==> src/rtl/alu_exec_pkg.sv <==
// Shared types for the pipelined ALU execute unit: operation codes and the core result bundle.
// The result field is sized for the widest supported operand; narrower instances use the low bits.
package alu_exec_pkg;

  localparam int MAX_WIDTH = 64;

  typedef enum logic [3:0] {
    ALU_AND = 4'd0,
    ALU_OR  = 4'd1,
    ALU_ADD = 4'd2,
    ALU_SUB = 4'd6,
    ALU_SLT = 4'd7,
    ALU_NOR = 4'd12,
    ALU_XOR = 4'd13
  } AluCtl_t;

  typedef struct packed {
    logic [MAX_WIDTH-1:0] result;
    logic                 zero;
    logic                 ovf;
    logic                 illegal;
  } alu_res_t;

endpackage

==> src/rtl/alu_exec_alu_core.sv <==
// Combinational ALU datapath: aluctl/a/b -> result, zero, signed overflow, illegal-code flag.
// No state, no handshake; sits between the S1 and S2 registers of alu_exec.
module alu_core
  import alu_exec_pkg::*;
#(
  parameter int WIDTH = 32
) (
  input  logic [3:0]       aluctl_i,
  input  logic [WIDTH-1:0] a_i,
  input  logic [WIDTH-1:0] b_i,
  output alu_res_t         res_o
);

  localparam int MSB = WIDTH - 1;

  logic [WIDTH-1:0] sum;
  logic [WIDTH-1:0] diff;
  logic [WIDTH-1:0] r;
  logic             ovf;
  logic             illegal;

  assign sum  = a_i + b_i;
  assign diff = a_i - b_i;

  always_comb begin
    r       = '0;
    ovf     = 1'b0;
    illegal = 1'b0;
    case (aluctl_i)
      ALU_AND: r = a_i & b_i;
      ALU_OR:  r = a_i | b_i;
      ALU_ADD: begin
        r   = sum;
        ovf = (a_i[MSB] == b_i[MSB]) && (sum[MSB] != a_i[MSB]);
      end
      ALU_SUB: begin
        r   = diff;
        ovf = (a_i[MSB] != b_i[MSB]) && (diff[MSB] != a_i[MSB]);
      end
      ALU_SLT: r = {{(WIDTH-1){1'b0}}, ($signed(a_i) < $signed(b_i))};
      ALU_NOR: r = ~(a_i | b_i);
      ALU_XOR: r = a_i ^ b_i;
      default: illegal = 1'b1;
    endcase
  end

  always_comb begin
    res_o                  = '0;
    res_o.result[MSB:0]    = r;
    res_o.zero             = (r == '0);
    res_o.ovf              = ovf;
    res_o.illegal          = illegal;
  end

endmodule

==> src/rtl/alu_exec.sv <==
// Two-stage valid/ready ALU execute unit: S1 operand register, S2 result register; 2-cycle latency.
// in_ready drops only when both stages are full and the consumer stalls; full throughput otherwise.
module alu_exec
  import alu_exec_pkg::*;
#(
  parameter int WIDTH = 32
) (
  input  logic             clk,
  input  logic             reset_n,
  input  logic             in_valid,
  output logic             in_ready,
  input  logic [3:0]       aluctl,
  input  logic [WIDTH-1:0] a,
  input  logic [WIDTH-1:0] b,
  output logic             out_valid,
  input  logic             out_ready,
  output logic [WIDTH-1:0] result,
  output logic             zero,
  output logic             ovf,
  output logic             illegal
);

  logic             s1_valid_q, s1_valid_d;
  logic [3:0]       s1_ctl_q, s1_ctl_d;
  logic [WIDTH-1:0] s1_a_q, s1_a_d;
  logic [WIDTH-1:0] s1_b_q, s1_b_d;

  logic             out_valid_q, out_valid_d;
  logic [WIDTH-1:0] result_q, result_d;
  logic             zero_q, zero_d;
  logic             ovf_q, ovf_d;
  logic             illegal_q, illegal_d;

  logic     s2_free;
  logic     accept;
  logic     advance;
  alu_res_t core_res;

  alu_core #(.WIDTH(WIDTH)) u_core (
    .aluctl_i (s1_ctl_q),
    .a_i      (s1_a_q),
    .b_i      (s1_b_q),
    .res_o    (core_res)
  );

  if (WIDTH < MAX_WIDTH) begin : g_unused
    logic unused_hi;
    assign unused_hi = |core_res.result[MAX_WIDTH-1:WIDTH];
  end

  assign s2_free  = !out_valid_q || out_ready;
  assign in_ready = !s1_valid_q || s2_free;
  assign accept   = in_valid && in_ready;
  assign advance  = s1_valid_q && s2_free;

  always_comb begin
    s1_valid_d  = s1_valid_q;
    s1_ctl_d    = s1_ctl_q;
    s1_a_d      = s1_a_q;
    s1_b_d      = s1_b_q;
    out_valid_d = out_valid_q && !out_ready;
    result_d    = result_q;
    zero_d      = zero_q;
    ovf_d       = ovf_q;
    illegal_d   = illegal_q;

    if (advance) begin
      s1_valid_d  = 1'b0;
      out_valid_d = 1'b1;
      result_d    = core_res.result[WIDTH-1:0];
      zero_d      = core_res.zero;
      ovf_d       = core_res.ovf;
      illegal_d   = core_res.illegal;
    end
    // A same-edge accept refills S1 after it has drained into S2.
    if (accept) begin
      s1_valid_d = 1'b1;
      s1_ctl_d   = aluctl;
      s1_a_d     = a;
      s1_b_d     = b;
    end
  end

  always_ff @(posedge clk or negedge reset_n) begin
    if (!reset_n) begin
      s1_valid_q  <= 1'b0;
      s1_ctl_q    <= '0;
      s1_a_q      <= '0;
      s1_b_q      <= '0;
      out_valid_q <= 1'b0;
      result_q    <= '0;
      zero_q      <= 1'b0;
      ovf_q       <= 1'b0;
      illegal_q   <= 1'b0;
    end else begin
      s1_valid_q  <= s1_valid_d;
      s1_ctl_q    <= s1_ctl_d;
      s1_a_q      <= s1_a_d;
      s1_b_q      <= s1_b_d;
      out_valid_q <= out_valid_d;
      result_q    <= result_d;
      zero_q      <= zero_d;
      ovf_q       <= ovf_d;
      illegal_q   <= illegal_d;
    end
  end

  assign out_valid = out_valid_q;
  assign result    = result_q;
  assign zero      = zero_q;
  assign ovf       = ovf_q;
  assign illegal   = illegal_q;

endmodule

==> config.mk <==
export PLATFORM = sky130hd
export DESIGN_NAME = alu_exec
export DESIGN_NICKNAME = d
export VERILOG_FILES = /design/src/rtl/alu_exec_pkg.sv /design/src/rtl/alu_exec_alu_core.sv /design/src/rtl/alu_exec.sv
export SDC_FILE = /design/constraint.sdc
export NUM_CORES = 1
export LEC_CHECK = 0
export CORE_AREA = 2 2 157 159
export CTS_CLUSTER_DIAMETER = 200
export DETAILED_ROUTE_END_ITERATION = 12
export DIE_AREA = 0 0 159 161
export PLACE_DENSITY = 0.65
export SLEW_MARGIN = 20
export SYNTH_ARGS = -nofsm -noshare
export SYNTH_HDL_FRONTEND = slang
export SYNTH_SLANG_ARGS = --single-unit
==> constraint.sdc <==
create_clock -name clk -period 10.12 [get_ports clk]
set_clock_uncertainty 0.15 [all_clocks]
set_input_delay 2.53 -clock clk [delete_from_list [all_inputs] [get_ports clk]]
set_output_delay 2.53 -clock clk [all_outputs]
set_load 0.1 [all_outputs]
; After elaboration in Yosys (flattened, before gate mapping)
; Cells that the tools add are included.
[word_totals]
ff_bits = 105
input_bits = 72
word_cells = 46
[op_classes]
addsub = 2
order_cmp = 1
eq_ne = 10
n_mux = 6
bitwise = 4
n_reduce_logical = 14
[op_table]
columns = op, n
row1 = $pmux W32 S7, 1
row2 = $add A32 B32 Y32, 1
row3 = $and A32 B32 Y32, 1
row4 = $logic_not A32 Y1, 1
row5 = $lt A32 B32 Y1, 1
row6 = $not A32 Y32, 1
row7 = $or A32 B32 Y32, 1
row8 = $sub A32 B32 Y32, 1
row9 = $xor A32 B32 Y32, 1
row10 = $eq A4 B3 Y1 const B, 2
row11 = $eq A4 B4 Y1 const B, 2
row12 = $reduce_or A7 Y1, 1
row13 = $logic_and A1 B1 Y1, 5
row14 = $eq A4 B1 Y1 const B, 1
row15 = $eq A4 B2 Y1 const B, 1
row16 = $logic_not A4 Y1, 1
row17 = $mux W1, 4
row18 = $logic_not A1 Y1, 3
row19 = $ne A1 B1 Y1, 3
row20 = $logic_or A1 B1 Y1, 2
row21 = $pmux W1 S2, 1
row22 = $reduce_bool A2 Y1, 1
row23 = $eq A1 B1 Y1, 1

; Logic depth before layout (Yosys ltp)
; Gate-level depths: netlist of run 1.
[depth]
word_depth = 5
ltp_mapped = 14
depth_no_buf = 14

; Modules after synthesis
; Synthesis of run 1 repeated with hierarchy kept, for this count alone.
[unflattened]
hier_cells = 1159
hier_area_um2 = 10069.7
[modules_own_cells]
columns = mod, n_inst, cells_each, area_each_um2, seq_area_each_um2
row1 = alu_core, 1, 935, 6032.0, 0.0
row2 = alu_exec, 1, 224, 4037.6, 2627.5

; Least setup slack after synthesis of run 1
; Ideal clock, no wire load.
[synth_path]
path_kind = in2out
from = in out_ready
to = out in_ready
t_arrival_ns = 3.357
t_required_ns = 7.440
setup_slack_ns = 4.083
cell_stages = 1
path_cell_list = nand3b_1
[synth_via]
elab_chain_cells = 2
[synth_lines]
columns = element, line_no
row1 = from (decl), alu_exec.sv:16  ; input logic out_ready,
row2 = $logic_or A1 B1 Y1, alu_exec.sv:51  ; assign s2_free = !out_valid_q || out_ready;
row3 = $logic_or A1 B1 Y1, alu_exec.sv:52  ; assign in_ready = !s1_valid_q || s2_free;
row4 = to (decl), alu_exec.sv:11  ; output logic in_ready,
; No other way between the ends.

; Worst setup path after layout of run 1
; Same ends and word-level chain as after synthesis.

==> key figures, run 1 <==
Clock tree
  – Total CTS buffers: 9
  – Root Buffer: clkbuf_16
  – H-tree levels: 3
  – Worst-path clk slew: 0.08 ns
  – CTS sink cnt: between 100 and 150
  – Hold-fix buffers at CTS: 0
  – # Post-CTS Setup Buffers: 0
  – PostCTS Resize Cnt: 0
  – Worst-Skew Late Latency: 0.36 ns
  – Max clock buf depth: 2
  – CTS tree: built

STA
  – Final min period: 6.992 ns
  – Count of final setup violators: 0
  – Hold Vio Cnt, Final: 0
  – RSZ-0062 raised after global routing: false
  – Slew Limit Headroom: between 30% and 40%
  – Setup_tns: 0 ns
  – Max Freq: 143.0 MHz
  – Slew @ Worst Pin: 0.9978 ns
  – Final Max Slew Viols: 0
  – Fin crit share: 69.09%

Place
  – Port-buffer cells: 108
  – RD Place Congestion: 0.9381
  – Dpl cell area: 0.01093 mm²
  – Post-DP HPWL: 22,290 µm

Synth
  – Average size of a mapped cell: 8.491 µm²
  – Cell Area, Synth: approximately 0.0096 mm²
  – Async SR Flop Fraction: 100.0%
  – Yosys top cell area share: 27.24%
  – Seq/Total Area, Yosys: 27.24%
  – Synth Area in Compound Gates: a little over a quarter
  – Top cells by area, synth: dfrtp_1, ha_1, mux2_2
  – Dominant cell type by area after synthesis: dfrtp_1
  – Adder-cell share of the synthesized area: 12.87%
  – Syn Inst Count: 1,136
  – Netlist cell types: 90
  – Largest family of logic cells by synthesized area: compound AO/OA/AOI/OAI gates
  – Yosys reg bits: 105
  – Synth warnings: 0
  – Fraction of the mapped netlist area in simple logic gates: roughly 15%
  – Multiplexer area fraction after synthesis: 10.39%
  – Post-Syn Nets: 1,306
  – Most instantiated cells after synthesis: inv_1, dfrtp_1, ha_1
  – EDFF count, synth: 0
  – Top_reg_cell synth: dfrtp_1
  – XOR/XNOR share of the synthesized area: 0.5448%
  – Most frequent cell after synthesis: inv_1

Pwr
  – Cell-internal power: 0.001225 W
  – Max VDD drop: 0.1976 mV
  – Clock Power Share: 15.7%
  – Psw: ~0.0013 W
  – Flop pwr share: 23.1%
  – Switch share: 51.95%
  – Leak pwr: about 4.8 nW
  – Comb power frac: 61.2%
  – PD cells: between 200 and 250 mW/mm²

Final layout
  – Share of cells above drive strength 1: 12.72%
  – Finished Cell Area: 0.01126 mm²
  – NumNets Final: around 1,400
  – Fillcell total: 2,370
  – Area delta synth->final: 16.73%
  – Antenna cell count: 0

Drt
  – DR pass1 iterations: 6
  – DRC: 0
  – Post-route ant nets: 0
  – Detailed Route Iter0 Violations: between 900 and 1,000
  – Vias: 8,987
  – Total Wirelength: 29,830 µm
  – Drt via density: 5.885
  – Wire length per cell: 19.53 µm

Min path
  – Worst Hold Class: reg2reg

Worst setup path
  – Worst Setup Start Kind: input port
  – Worst Path Class, Setup: in2out
  – Crit path required time: around 7.4 ns
  – Max FO, Critical Path: 3
  – Critical path endpoint category: primary output
  – CP Data Arrival Time: 4.31 ns

Floorplanning
  – Ports: between 100 and 150
  – Die width: 159 µm
  – Initial Utilization: approximately two fifths
  – Row count: 57
  – Core area: around 0.024 mm²
  – Die ar.: 0.02560 mm²
  – Die Height: 161 µm

Global routing
  – Vias in the first global route: 8,431
  – First-pass GRT wire length: 47,000 µm
  – GRT Residual Overflow: 0
  – Largest net degree at the start of global routing: 69
  – GRT Overall Usage: 22.99%
  – Initial antenna violation count: 1

Run
  – Maxcap violations: 0

Status
  – Status: completed
## critical path, cell delays in order
cell and delay (ns):
clkdlybuf4s50_1 0.47, nand3b_1 0.16, clkdlybuf4s50_1 1.15
## power by group through the flow
| stage | logic, W | registers [W] | clock network, W |
|---|---|---|---|
| finish | 0.00156 | 0.000589 | 0.000399 |
| global route | 0.00166 | 0.000604 | 0.000424 |
| CTS | 0.00154 | 0.000590 | 0.000407 |
| detailed placement | 0.00153 | 0.000599 | 0 |
| global placement | 0.00152 | 0.000595 | 0 |
| floorplan | 0.000778 | 0.000950 | 0 |
## layout by cell type (no fill, tap or decap), types with 8 or more instances in the layout
master           instances
a221o_1                 14
nor2_1                  91
inv_1                  107
nand2b_1                12
o211ai_1                15
nand3_1                 16
nor3_1                  19
nor4_1                  14
buf_4                   12
mux2i_1                  9
o21a_1                   9
a211oi_1                13
ha_1                    96
o21ai_0                 68
dfrtp_1                105
o31ai_1                 17
nand4_1                 14
a22oi_1                 13
a21oi_1                 87
mux2_2                  81
nand2_1                 81
a21o_1                   9
a221oi_1                14
o21bai_1                 8
a31oi_1                 10
clkbuf_16                9
clkdlybuf4s50_1        107
## cell type report
class	instances	area, µm²	area share [%]
Clock buffer	11	242.7	2.156
Tap cell	324	405.4	3.600
Clock inverter	5	85.08	0.7556
Multi-Input combinational cell	854	6329	56.21
Sequential cell	105	2628	23.34
Timing Repair Buffer	119	1161	10.31
Inverter	109	409.1	3.634
## sequential cells by signal (all words and copies together), names as in the netlist
signal,flops
s1_ctl_q,4
ovf,1
zero,1
s1_b_q,32
s1_valid_q,1
result,32
illegal,1
s1_a_q,32
out_valid,1
## worst paths after layout
| kind | startpoint | to | slack [ns] | cells after the start |
|---|---|---|---|---|
| max | out_ready | in_ready | 3.13 | 3 |
| min | result[2] | result[2] | 0.33 | 2 |
| max reg2reg | s1_b_q[0] | zero | 5.78 | 14 |
| min reg2reg | result[2] | result[2] | 0.33 | 2 |
| max in group asynchronous | reset_n | result[28] | 6.59 | 2 |
| min in group asynchronous | reset_n | s1_a_q[9] | 2.02 | 1 |
## routing by layer
metal	part of all wire, %	vias up	global-route usage, %	wire [µm]
met5	0	-	0	0
met4	1.9	0	6.405	574
met3	7.5	47	3.518	2243
met2	43	406	35.08	12850
met1	47	4275	33.83	14160
li1	-	4259	-	-
## kinds of logic (layout without fill, tap and decap cells)
group,Yosys count,after routing
compound gates,360,360
flops,105,105
fa+ha+maj,98,98
xor+xnor,6,6
buf+inv,177,244
simple gates,300,300
mux,90,90
## through the flow
stage,utilization (%),setup slack (ns),power (W),instances,hold slack [ns]
4_1_cts,46.99,3.125,0.002534,1527,0.3368
2_1_floorplan,-,4.083,0.001728,1136,0.3072
3_3_place_gp,45.62,3.147,0.002115,1511,0.3117
6_report,46.99,3.128,0.002549,1527,0.3313
3_5_place_dp,45.62,3.130,0.002130,1511,0.3200
5_1_grt,46.99,3.070,0.002692,1527,0.3667
Power figures use the tool's default switching activity.
==> inputs of run 2 (changes only) <==
--- a/config.mk
+++ b/config.mk
@@ -9,7 +9,7 @@
 export CTS_CLUSTER_DIAMETER = 200
 export DETAILED_ROUTE_END_ITERATION = 12
 export DIE_AREA = 0 0 159 161
-export PLACE_DENSITY = 0.65
+export PLACE_DENSITY = 0.67
 export SLEW_MARGIN = 20
 export SYNTH_ARGS = -nofsm -noshare
 export SYNTH_HDL_FRONTEND = slang
==> constraint.sdc (replaced) <==
create_clock -name clk -period 5.9 [get_ports clk]
set_clock_uncertainty 0.15 [all_clocks]
set_input_delay 1.475 -clock clk [delete_from_list [all_inputs] [get_ports clk]]
set_output_delay 1.475 -clock clk [all_outputs]
set_load 0.1 [all_outputs]
==> run 2 against run 1 <==
Register-to-register slack worse by 4.1 ns. Core utilization is 0.11 points lower. Power is 69% higher. Largest cell class unchanged. Wire length is 0.34% higher. Global-route usage is 0.16 points higher. Non-clock buffer count stayed put. Highest routed layer unchanged. Clock-buffer cell count is 2 lower. Hold slack better by 0.0010 ns. First-iteration DRC count is 11% lower. Worst setup slack worse by 1.5 ns. Design area is 0.24% lower.
==> key figures, run 2 (synthesis results as in run 1) <==
Pwr
  – PD cells: 384.6 mW/mm² (+70%)
  – Overall Power: 0.004320 W (+69%)
  – Clock Power Share: 14.7% (-1.0 points)
  – Flop pwr share: 23.6% (+0.5 points)
  – Switch share: 52.68% (+0.73 points)
  – Leak pwr: 4.829 nW (-0.27%)
  – Comb power frac: 61.7% (+0.5 points)
  – Cell-internal power: 0.002044 W (+67%)
  – Max VDD drop: 0.3093 mV (+56%)
  – Psw: 0.002276 W (+72%)

Global routing
  – Largest net degree at the start of global routing: 64 (-7.2%)
  – GRT Overall Usage: 23.15% (+0.16 points)
  – First-pass GRT wire length: 47,510 µm (+1.1%)
  – Initial antenna violation count: 0 (-1)
  – GRT Residual Overflow: 0 (unchanged)
  – Vias in the first global route: 8,513 (+0.97%)

Final layout
  – Area delta synth->final: 16.45%
  – Final instance count without filler cells: 1,526 (-0.065%)
  – Finished Cell Area: 0.01123 mm² (-0.24%)
  – NumNets Final: 1,368 (unchanged)
  – Most frequent cells in the layout: inv_1, clkdlybuf4s50_1, dfrtp_1
  – Antenna cell count: 0 (unchanged)
  – Fillcell total: 2,375 (+0.21%)
  – Share of cells above drive strength 1: 12.81% (+0.094 points)
  – Most common cell after layout, fill and taps aside: inv_1

Worst setup path
  – Critical path endpoint category: flop
  – Max FO, Critical Path: 10 (+7)
  – Crit path required time: 6.01 ns (-1.43 ns)
  – Worst Setup Start Kind: flop
  – CP Data Arrival Time: 4.37 ns (+0.06 ns)
  – Worst Path Class, Setup: reg2reg

Clock tree
  – Total CTS buffers: 9 (unchanged)
  – Worst-Skew Late Latency: 0.37 ns (about the same)
  – Root Buffer: clkbuf_16
  – # Post-CTS Setup Buffers: 0 (unchanged)
  – Hold-fix buffers at CTS: 0 (unchanged)
  – Max clock buf depth: 2 (unchanged)
  – Worst-path clk slew: 0.08 ns (about the same)
  – CTS sink cnt: 105 (unchanged)
  – H-tree levels: 3 (unchanged)
  – CTS tree: built
  – PostCTS Resize Cnt: 0 (unchanged)

STA
  – Slew Limit Headroom: 26.18% (-7.1 points)
  – Setup_tns: 0 ns (unchanged)
  – RSZ-0062 raised after global routing: false
  – Final min period: 4.253 ns
  – Final Max Slew Viols: 0 (unchanged)
  – Count of final setup violators: 0 (unchanged)
  – Hold Vio Cnt, Final: 0 (unchanged)
  – Fin crit share: 72.09%
  – Slew @ Worst Pin: 1.106 ns (+0.1079 ns)
  – Max Freq: 235.1 MHz

Drt
  – DR pass1 iterations: 7 (+1)
  – Post-route ant nets: 0 (unchanged)
  – Drt via density: 5.906 (+0.34%)
  – Total Wirelength: 29,930 µm (+0.34%)
  – Detailed Route Iter0 Violations: 847 (-11%)
  – Wire length per cell: 19.61 µm (+0.40%)
  – Vias: 9,012 (+0.28%)
  – DRC: 0 (unchanged)

Place
  – RD Place Congestion: 0.9842 (+4.9%)
  – Dpl cell area: 0.01094 mm² (about the same)
  – Port-buffer cells: 108 (unchanged)
  – Placed Instances: 1,511 (unchanged)
  – Post-DP HPWL: 22,300 µm (about the same)

Floorplanning
  – Initial Utilization: 40.25% (unchanged)
  – Die Height: 161 µm (unchanged)
  – Die width: 159 µm (unchanged)
  – Ports: 109 (unchanged)
  – Die ar.: 0.02560 mm² (unchanged)
  – Core area: 0.02396 mm² (unchanged)
  – Row count: 57 (unchanged)

Status
  – Status: completed

Min path
  – Worst Hold Class: reg2reg

Run
  – Maxcap violations: 0 (unchanged)
-- run 2: changes by cell type in the layout (fill, tap and decap cells not counted) --
cell,previous run,this run
clkdlybuf4s50_1,107,106
inv_6,2,1
buf_4,12,13
clkbuf_1,1,0
nor4_2,3,2
nor4_4,0,1
bufinv_16,2,1
clkbuf_8,1,0
clkinv_4,0,2
clkinv_2,0,1
-- run 2: final timing paths --
check,from,to,slack [ns],depth (start not counted)
setup / recovery,s1_a_q[11],zero,1.65,13
hold / removal,result[3],result[3],0.33,2
setup reg to reg,s1_a_q[11],zero,1.65,13
hold reg to reg,result[3],result[3],0.33,2
max in group asynchronous,reset_n,s1_b_q[16],3.40,2
min in group asynchronous,reset_n,s1_b_q[7],1.04,1
-- run 2: per-layer routing --
layer / up-vias / GRT usage (%) / wire length (µm)
met5: - / 0 / 0
li1: 4247 / - / -
met2: 406 / 34.37 / 12580
met3: 45 / 4.854 / 2581
met4: 0 / 7.603 / 722
met1: 4314 / 33.55 / 14040
-- run 2: power by group through the flow --
stage,logic [W],clock network [W],registers [W]
6_report,0.00267,0.000637,0.00102
5_1_grt,0.00285,0.000673,0.00104
4_1_cts,0.00263,0.000646,0.00102
3_5_place_dp,0.00262,0,0.00103
3_3_place_gp,0.00260,0,0.00102
2_1_floorplan,0.00133,0,0.00163
-- run 2: layout make-up --
type | count | area (µm²) | share of cell area [%]
well taps | 324 | 405.4 | 3.609
clock inverters | 6 | 68.82 | 0.6127
clock buffers | 9 | 225.2 | 2.005
repair buffers | 119 | 1159 | 10.32
multi-input cells | 854 | 6337 | 56.42
flip-flops and latches | 105 | 2628 | 23.39
inverters | 109 | 409.1 | 3.643
-- run 2: worst max-delay path, cell delays in order (launching register included) --
cell and delay, ns:
dfrtp_1 0.42, inv_1 0.07, ha_1 0.42, nor4_1 0.51, nand4_1 0.15, a21oi_1 0.33, o31ai_1 0.25, a2111oi_0 0.62
o31a_1 0.18, o21a_1 0.18, nand4_1 0.15, nor4_1 0.24, nand4_1 0.16, o41ai_2 0.30
-- run 2: stage by stage --
step	hold slack [ns]	util (%)	setup WS, ns
after floorplan	0.3072	-	1.801
after global placement	0.3128	45.61	1.453
after detailed placement	0.3195	45.65	1.440
after CTS	0.3367	46.87	1.738
after global routing	0.3504	46.87	1.358
final	0.3323	46.87	1.647
==> inputs of run 3 (changes only) <==
--- a/config.mk
+++ b/config.mk
@@ -9,7 +9,7 @@
 export CTS_CLUSTER_DIAMETER = 200
 export DETAILED_ROUTE_END_ITERATION = 12
 export DIE_AREA = 0 0 159 161
-export PLACE_DENSITY = 0.67
+export PLACE_DENSITY = 0.65
 export SLEW_MARGIN = 20
 export SYNTH_ARGS = -nofsm -noshare
 export SYNTH_HDL_FRONTEND = slang
==> constraint.sdc (replaced) <==
create_clock -name clk -period 4.35 [get_ports clk]
set_clock_uncertainty 0.15 [all_clocks]
set_input_delay 1.0875 -clock clk [delete_from_list [all_inputs] [get_ports clk]]
set_output_delay 1.0875 -clock clk [all_outputs]
set_load 0.1 [all_outputs]
==> run 3 against run 2 <==
Combinational power is 39% higher. Worst setup slack got worse by 1.4 ns. Global-route usage up 0.68 points. Maximum frequency is 3.0% higher. Sequential cell count stayed put. Wire length up 2.6%. Core utilization rose by 0.96 points. Largest power group unchanged.
==> key figures, run 3 (synthesis results as in run 1) <==
Floorplanning
  – Die Height: 161 µm (unchanged)
  – Die width: 159 µm (unchanged)
  – Ports: 109 (unchanged)
  – Die ar.: 0.02560 mm² (unchanged)
  – Initial Utilization: 40.25% (unchanged)
  – Core area: 0.02396 mm² (unchanged)
  – Row count: 57 (unchanged)

Drt
  – DR pass1 iterations: 5 (-2)
  – Detailed Route Iter0 Violations: 689 (-19%)
  – Wire length per cell: 19.81 µm (+1.0%)
  – Total Wirelength: 30,700 µm (+2.6%)
  – Vias: 9,120 (+1.2%)
  – DRC: 0 (unchanged)
  – Post-route ant nets: 0 (unchanged)
  – Drt via density: 5.884 (-0.37%)

Clock tree
  – # Post-CTS Setup Buffers: 0 (unchanged)
  – H-tree levels: 3 (unchanged)
  – Worst-path clk slew: 0.08 ns (about the same)
  – Total CTS buffers: 9 (unchanged)
  – CTS tree: built
  – PostCTS Resize Cnt: 0 (unchanged)
  – Hold-fix buffers at CTS: 0 (unchanged)
  – Worst-Skew Late Latency: 0.37 ns (about the same)
  – Max clock buf depth: 2 (unchanged)
  – Root Buffer: clkbuf_16
  – CTS sink cnt: 105 (unchanged)

Final layout
  – NumNets Final: 1,391 (+1.7%)
  – Most common cell after layout, fill and taps aside: inv_1
  – Antenna cell count: 0 (unchanged)
  – Fillcell total: 2,390 (+0.63%)
  – Post-layout util: 47.83% (+0.96 points)
  – Footprint of the multi-input gates: 0.006335 mm² (about the same)
  – Area delta synth->final: 18.82%
  – Sequential cell area: 0.002628 mm² (unchanged)
  – Most frequent cells in the layout: inv_1, clkdlybuf4s50_1, dfrtp_1
  – Share of cells above drive strength 1: 14.60% (+1.8 points)

Run
  – Maxcap violations: 0 (unchanged)

Worst setup path
  – Critical R2R Launch: s1_a_q[3]
  – Worst R2R Setup Slack: 0.22 ns (-1.42 ns)
  – FF-to-FF path depth: 13 (unchanged)
  – Reg2reg end: zero
  – Critical path endpoint category: flop
  – Crit path required time: 4.47 ns (-1.54 ns)
  – Max FO, Critical Path: 9 (-1)
  – CP Data Arrival Time: 4.25 ns (-0.12 ns)
  – Worst Setup Start Kind: flop
  – Worst Path Class, Setup: reg2reg

Global routing
  – GRT Overall Usage: 23.83% (+0.68 points)
  – GRT Residual Overflow: 0 (unchanged)
  – Initial antenna violation count: 0 (unchanged)
  – Largest net degree at the start of global routing: 85 (+33%)
  – First-pass GRT wire length: 48,880 µm (+2.9%)
  – Vias in the first global route: 8,706 (+2.3%)

Min path
  – Depth of the worst hold-timing path: 2 (unchanged)
  – Worst Hold Class: reg2reg
  – Hold EP: result[28]
  – Min-delay src: result[28]

Place
  – Post-DP HPWL: 23,350 µm (+4.7%)
  – RD Place Congestion: 0.9537 (-3.1%)
  – Port-buffer cells: 108 (unchanged)

STA
  – Hold Vio Cnt, Final: 0 (unchanged)
  – Fin crit share: 94.89% (+23 points)
  – Slew Limit Headroom: 34.38% (+8.2 points)
  – Final Max Slew Viols: 0 (unchanged)
  – RSZ-0062 raised after global routing: false
  – Final min period: 4.128 ns (-0.1256 ns)
  – Max Freq: 242.3 MHz (+3.0%)
  – Setup_tns: 0 ns (unchanged)
  – Count of final setup violators: 0 (unchanged)
  – Slew @ Worst Pin: 0.9813 ns (-0.1244 ns)

Pwr
  – PD cells: 526.6 mW/mm² (+37%)
  – Max VDD drop: 0.3863 mV (+25%)
  – Leak pwr: 4.969 nW (+2.9%)
  – Overall Power: 0.006035 W (+40%)

Status
  – Status: completed
[run 3: how the worst max path moves through the flow]
stage	cells past startpoint	slack [ns]	end	start
finish	13	0.22	zero	s1_a_q[3]
global route	13	0.007	zero	s1_b_q[1]
CTS	14	0.16	zero	s1_b_q[0]
detailed placement	11	0.21	zero	out_ready
global placement	14	0.20	zero	s1_b_q[0]
floorplan	5	0.62	s1_b_q[0]	out_valid
[run 3: cell type report]
| type | count | area share, % |
|---|---|---|
| timing repair buffer | 142 | 11.76 |
| sequential | 105 | 22.93 |
| multi-input combinational | 854 | 55.27 |
| clock buffer | 9 | 1.965 |
| clock inverter | 7 | 0.9716 |
| tap | 324 | 3.537 |
| inverter | 109 | 3.570 |
[run 3: critical path, stage by stage (launching register included)]
cell      delay [ns]
dfrtp_1         0.40
inv_1           0.06
ha_1            0.48
nor2_1          0.07
a221o_1         0.38
o21ai_1         0.27
nand2_1         0.18
o31ai_1         0.50
o221ai_1        0.21
a21o_1          0.28
nand4b_1        0.22
nor4_1          0.36
nand4_1         0.16
o41ai_2         0.30
[run 3: where the power goes]
| part | switching, W | internal (W) | total (W) | leakage, nW |
|---|---|---|---|---|
| registers | 0.000183 | 0.00119 | 0.00137 | 1.26 |
| logic | 0.00252 | 0.00118 | 0.00370 | 3.54 |
| clock network | 0.000442 | 0.000520 | 0.000962 | 0.166 |
| total | 0.00315 | 0.00289 | 0.00604 | 4.97 |
[run 3: per-stage QoR]
| stage | hold WS (ns) | cells | worst slack, ns | instance area, µm² |
|---|---|---|---|---|
| final | 0.3312 | 1550 | 0.2223 | 11460 |
| after global routing | 0.3684 | 1550 | 0.006830 | 11460 |
| after CTS | 0.3398 | 1550 | 0.1618 | 11450 |
| after detailed placement | 0.3215 | 1534 | 0.2078 | 11120 |
| after global placement | 0.3118 | 1534 | 0.2017 | 11110 |
| after floorplan | 0.3072 | 1136 | 0.6246 | 9646 |
[run 3: per-layer routing]
| layer | vias to the layer above | share of wire, % | track usage [%] |
|---|---|---|---|
| li1 | 4309 | - | - |
| met1 | 4404 | 47 | 34.52 |
| met2 | 369 | 43 | 36.90 |
| met3 | 38 | 7.8 | 4.443 |
| met4 | 0 | 1.6 | 5.579 |
| met5 | - | 0 | 0 |
